### config.mk
export PLATFORM = sky130hd
export DESIGN_NAME = viterbi_frame_ctrl
export DESIGN_NICKNAME = d
export VERILOG_FILES = /design/src/rtl/viterbi_frame_ctrl.sv
export SDC_FILE = /design/constraint.sdc
export NUM_CORES = 1
export LEC_CHECK = 0
export CAP_MARGIN = 20
export CORE_MARGIN = 8
export CORE_UTILIZATION = 40
export CTS_CLUSTER_SIZE = 24
export DETAILED_ROUTE_END_ITERATION = 6
export SLEW_MARGIN = 10
export SYNTH_ARGS = -nofsm -noshare
export SYNTH_HDL_FRONTEND = slang
export SYNTH_SLANG_ARGS = --single-unit
### constraint.sdc
create_clock -name clk -period 3.01 [get_ports clk]
set_clock_uncertainty 0.15 [all_clocks]
set_input_delay 0.301 -clock clk [delete_from_list [all_inputs] [get_ports clk]]
set_output_delay 0.301 -clock clk [all_outputs]
set_load 0.02 [all_outputs]
### src/rtl/viterbi_frame_ctrl.sv
// Frame sequencer for the Viterbi datapath: forwards received bit pairs to the BMUs,
// marks stage 0, then drains the ACS pipeline, runs traceback and reports frame completion.
module viterbi_frame_ctrl #(
    parameter int unsigned FRAME_LEN  = 16,
    parameter int unsigned CNT_W      = 5,
    parameter int unsigned PIPE_LAT   = 2,
    parameter int unsigned TB_TIMEOUT = 64
) (
    input  logic             clk,
    input  logic             rst,
    input  logic             in_valid,
    output logic             in_ready,
    input  logic [1:0]       bit_pair_in,
    input  logic             in_last,
    output logic [1:0]       bmu_bit_pair,
    output logic             bmu_sym_valid,
    output logic             bmu_first,
    output logic             bmu_refresh,
    output logic [CNT_W-1:0] stage_idx,
    output logic             tb_start,
    input  logic             tb_done,
    output logic             busy,
    output logic             frame_done,
    output logic             tb_error
);

    localparam int unsigned DRAIN_W = $clog2(PIPE_LAT + 2);
    localparam int unsigned TO_W    = $clog2(TB_TIMEOUT + 1);

    typedef enum logic [2:0] {
        S_IDLE  = 3'd0,
        S_RUN   = 3'd1,
        S_DRAIN = 3'd2,
        S_TRACE = 3'd3,
        S_DONE  = 3'd4
    } state_t;

    state_t state;
    state_t next_state;

    logic [CNT_W-1:0]   stage_cnt;
    logic [DRAIN_W-1:0] drain_cnt;
    logic [TO_W-1:0]    trace_cnt;

    logic               accept_c;
    logic               close_c;
    logic               done_seen_c;
    logic               timeout_c;

    logic               in_ready_d;
    logic               busy_d;
    logic               sym_valid_d;
    logic               first_d;
    logic               refresh_d;
    logic [1:0]         bit_pair_d;
    logic [CNT_W-1:0]   stage_idx_d;
    logic               tb_start_d;
    logic               frame_done_d;
    logic               tb_error_d;
    logic [CNT_W-1:0]   stage_cnt_d;
    logic [DRAIN_W-1:0] drain_cnt_d;
    logic [TO_W-1:0]    trace_cnt_d;

    // The first TRACE cycle is the one carrying tb_start; tb_done there is ignored.
    always_comb begin
        accept_c    = in_valid && in_ready;
        close_c     = accept_c && (in_last || (stage_cnt == CNT_W'(FRAME_LEN - 1)));
        done_seen_c = (state == S_TRACE) && !tb_start && tb_done;
        timeout_c   = (state == S_TRACE) && !tb_start && !tb_done &&
                      (trace_cnt == TO_W'(TB_TIMEOUT - 1));
    end

    // State register
    always_ff @(posedge clk) begin
        if (rst) begin
            state <= S_IDLE;
        end else begin
            state <= next_state;
        end
    end

    // Next-state logic
    always_comb begin
        next_state = state;
        case (state)
            S_IDLE: begin
                if (accept_c) begin
                    next_state = close_c ? S_DRAIN : S_RUN;
                end
            end
            S_RUN: begin
                if (close_c) begin
                    next_state = S_DRAIN;
                end
            end
            S_DRAIN: begin
                if (drain_cnt == DRAIN_W'(PIPE_LAT)) begin
                    next_state = S_TRACE;
                end
            end
            S_TRACE: begin
                if (done_seen_c || timeout_c) begin
                    next_state = S_DONE;
                end
            end
            S_DONE:  next_state = S_IDLE;
            default: next_state = S_IDLE;
        endcase
    end

    // Output and counter next values; everything is registered below
    always_comb begin
        in_ready_d   = 1'b0;
        busy_d       = 1'b0;
        sym_valid_d  = 1'b0;
        first_d      = 1'b0;
        refresh_d    = 1'b0;
        bit_pair_d   = bmu_bit_pair;
        stage_idx_d  = stage_idx;
        tb_start_d   = 1'b0;
        frame_done_d = 1'b0;
        tb_error_d   = tb_error;
        stage_cnt_d  = stage_cnt;
        drain_cnt_d  = '0;
        trace_cnt_d  = '0;

        in_ready_d   = (next_state == S_IDLE) || (next_state == S_RUN);
        busy_d       = (next_state != S_IDLE);
        sym_valid_d  = accept_c;
        first_d      = accept_c && (state == S_IDLE);
        refresh_d    = accept_c && (state == S_IDLE);
        tb_start_d   = (state == S_DRAIN) && (next_state == S_TRACE);
        frame_done_d = (state == S_TRACE) && (next_state == S_DONE);
        tb_error_d   = tb_error || timeout_c;

        if (accept_c) begin
            bit_pair_d  = bit_pair_in;
            stage_idx_d = stage_cnt;
            stage_cnt_d = stage_cnt + CNT_W'(1);
        end else if (next_state == S_IDLE) begin
            stage_cnt_d = '0;
        end

        if (state == S_DRAIN) begin
            drain_cnt_d = drain_cnt + DRAIN_W'(1);
        end
        if (state == S_TRACE) begin
            trace_cnt_d = trace_cnt + TO_W'(1);
        end
    end

    // Output and counter registers
    always_ff @(posedge clk) begin
        if (rst) begin
            in_ready      <= 1'b1;
            busy          <= 1'b0;
            bmu_sym_valid <= 1'b0;
            bmu_first     <= 1'b0;
            bmu_refresh   <= 1'b0;
            bmu_bit_pair  <= '0;
            stage_idx     <= '0;
            tb_start      <= 1'b0;
            frame_done    <= 1'b0;
            tb_error      <= 1'b0;
            stage_cnt     <= '0;
            drain_cnt     <= '0;
            trace_cnt     <= '0;
        end else begin
            in_ready      <= in_ready_d;
            busy          <= busy_d;
            bmu_sym_valid <= sym_valid_d;
            bmu_first     <= first_d;
            bmu_refresh   <= refresh_d;
            bmu_bit_pair  <= bit_pair_d;
            stage_idx     <= stage_idx_d;
            tb_start      <= tb_start_d;
            frame_done    <= frame_done_d;
            tb_error      <= tb_error_d;
            stage_cnt     <= stage_cnt_d;
            drain_cnt     <= drain_cnt_d;
            trace_cnt     <= trace_cnt_d;
        end
    end

endmodule

==> run metrics <==
status complete, no violations; Iteration-0 DRC Markers 68; CTS resizes 0; setup slack at placement 0.898 ns; final hold slack about 0.27 ns; DIE AREA between 0.005 and 0.006 mm^2; DRC viols 0; cells after synthesis ~130; synthesized flop and latch total 31; worst path bufs/invs 1; GPL Wtd Cong approximately 0.80; dominant synthesized flop cell dfxtp_1; setup violators final 0; Achievable Freq roughly 0.53 GHz; Yosys top cell area share 0.502; clock-pin slew on the worst setup and hold paths approximately 0.1 ns; number of synthesized flops with an enable pin 0; Mean Syn Cell Area approximately 9.3 um^2; Seq/Total Area, Yosys 0.502; Async SR Flop Fraction 0; dominant cells by area after synthesis dfxtp_1, nand2_1, a21oi_1; Worst setup SP type register; Synthesized Nets 144; postcts setup bufs 0; required time of the critical path between 2 and 3 ns; layout cells sized above 1 0.0833; Filler Cell Count approximately 290; min cycle time layout 1.88 ns; Finished Core Util 0.508; FP Rows 20; leading area contributor after synthesis dfxtp_1; initial antenna violation count 0; cell area power density 519 mW/mm^2; critical path type reg -> out; setup TNS 0 ns; R2R setup slack 1.15 ns; Worst VDD drop around 260 uV; post-DR vias/cell about 5.3; max-slew violation count 0; Tcrit/Tclk final 0.623; TritonCTS clock tree yes; Worst path max stage delay 0.65 ns; Yosys warning total 0; Leak about 0.56 nW; Slew @ Worst Pin around 0.48 ns; vias in the first global route 979; Initial Util 0.412; Post-Route WL about 2600 um; I/O Buffers 21; CP Capture Type output pin; Hold Crit Class reg -> reg; remaining antenna violation count after routing 0; largest net degree at the start of global routing 15; Area Overhead vs Synth 23.5%; # H-tree levels 2; Final WS setup about 1.1 ns; Netlist cell types 39; Worst slew margin 0.676; post-synthesis cell area between 0.001 and 0.0015 mm^2; WL per Instance between 10 and 15 um; Register Area ~620 um^2; CP Max Fanout 6; first-pass detailed-route iteration total 5; CTS Buf Count 5; Die Y 71.6 um; multi-input logic area between 500 and 600 um^2; DPL Wire Length approximately 2000 um; cell family with most CP delay buffers and inverters; Die W around 72 um; root buf cell clkbuf_4; WP data arrival between 1 and 1.5 ns; max-cap viol count 0; Crit-path slowest cell clkdlybuf4s50_1; clock buffer depth 2; Fin. Hold Viols 0; Antenna Cells 0; RSZ-0062 raised after global routing no; DR vias 1011; critical-path cell list clkdlybuf4s50_1; remaining global-route overflow 0; GR Util All Layers 0.109; first-pass GRT wire length about 4400 um; Sink Count 31; I/O pins 22; Core Box Area 0.00300 mm^2; Worst-Skew Late Latency between 0.3 and 0.4 ns; hold buffers post-CTS 0; Tot Pwr roughly 0.79 mW; fin nets between 150 and 200
[layout make-up]
cell class                      count  area share
Timing Repair Buffer               21       0.138
Clock buffer                        8      0.0451
Sequential cell                    31       0.407
Tap cell                           33      0.0270
Inverter                            8      0.0197
Multi-Input combinational cell     88       0.364
[path summary, 6_finish.rpt]
path | from | to | cells past startpoint
worst min-delay path | drain_cnt[0]$_SDFF_PP0_ | drain_cnt[0]$_SDFF_PP0_ | 1
worst min register to register | drain_cnt[0]$_SDFF_PP0_ | drain_cnt[0]$_SDFF_PP0_ | 1
worst max-delay path | tb_start$_SDFF_PP0_ | tb_start | 1
worst max register to register | stage_cnt[0]$_SDFFE_PP0P_ | state[0]$_SDFF_PP0_ | 6
[power breakdown]
group	switching (mW)	leakage (nW)	internal [mW]
clock	0.139	0.0386	0.137
sequential	0.0137	0.252	0.423
combinational	0.0428	0.267	0.0364
[per-layer routing]
layer	track usage	up-vias	part of all wire
met4	0.0680	0	0.021
met5	0	-	0
met2	0.190	18	0.51
met1	0.107	475	0.44
met3	0.0391	6	0.036
li1	-	512	-
[sequential cells by signal, indices dropped and copies added (netlist names), 2 cells and up]
| register | cells |
|---|---|
| drain_cnt | 2 |
| stage_cnt | 5 |
| bmu_bit_pair | 2 |
| trace_cnt | 7 |
| state | 3 |
| stage_idx | 5 |
[cell families after synthesis]
| group | Yosys count | synth area share |
|---|---|---|
| compound gates | 30 | 0.172 |
| xor+xnor | 3 | 0.0213 |
| fa+ha+maj | 4 | 0.0405 |
| buf+inv | 14 | 0.0486 |
| flops | 31 | 0.502 |
| mux | 1 | 0.00911 |
| simple gates | 50 | 0.206 |
[synthesized netlist by cell type, types with 2 or more instances]
library cell and number:
dfxtp_1 31, nand2_1 19, a21oi_1 12, nor2_1 10, inv_1 8, ha_1 4
nand3_1 4, a211oi_1 3, buf_2 3, o21ai_0 3, a22o_1 2, clkbuf_1 2
nand2b_1 2, nor2b_1 2, o32ai_1 2, or3_1 2, xor2_1 2
[through the flow]
step	area (um^2)	cells
after floorplan	1240	133
after global placement	1460	181
after detailed placement	1460	181
after CTS	1530	189
after global routing	1530	189
final	1530	189
[cell usage in the layout, fill, tap and decap left out, types with 4 or more instances in the layout]
master | Yosys | layout
dfxtp_1 | 31 | 31
nand3_1 | 4 | 4
nor2_1 | 10 | 10
ha_1 | 4 | 4
a21oi_1 | 12 | 12
clkbuf_4 | 0 | 5
inv_1 | 8 | 8
nand2_1 | 19 | 19
clkdlybuf4s50_1 | 0 | 21
Power figures use the tool's default switching activity.
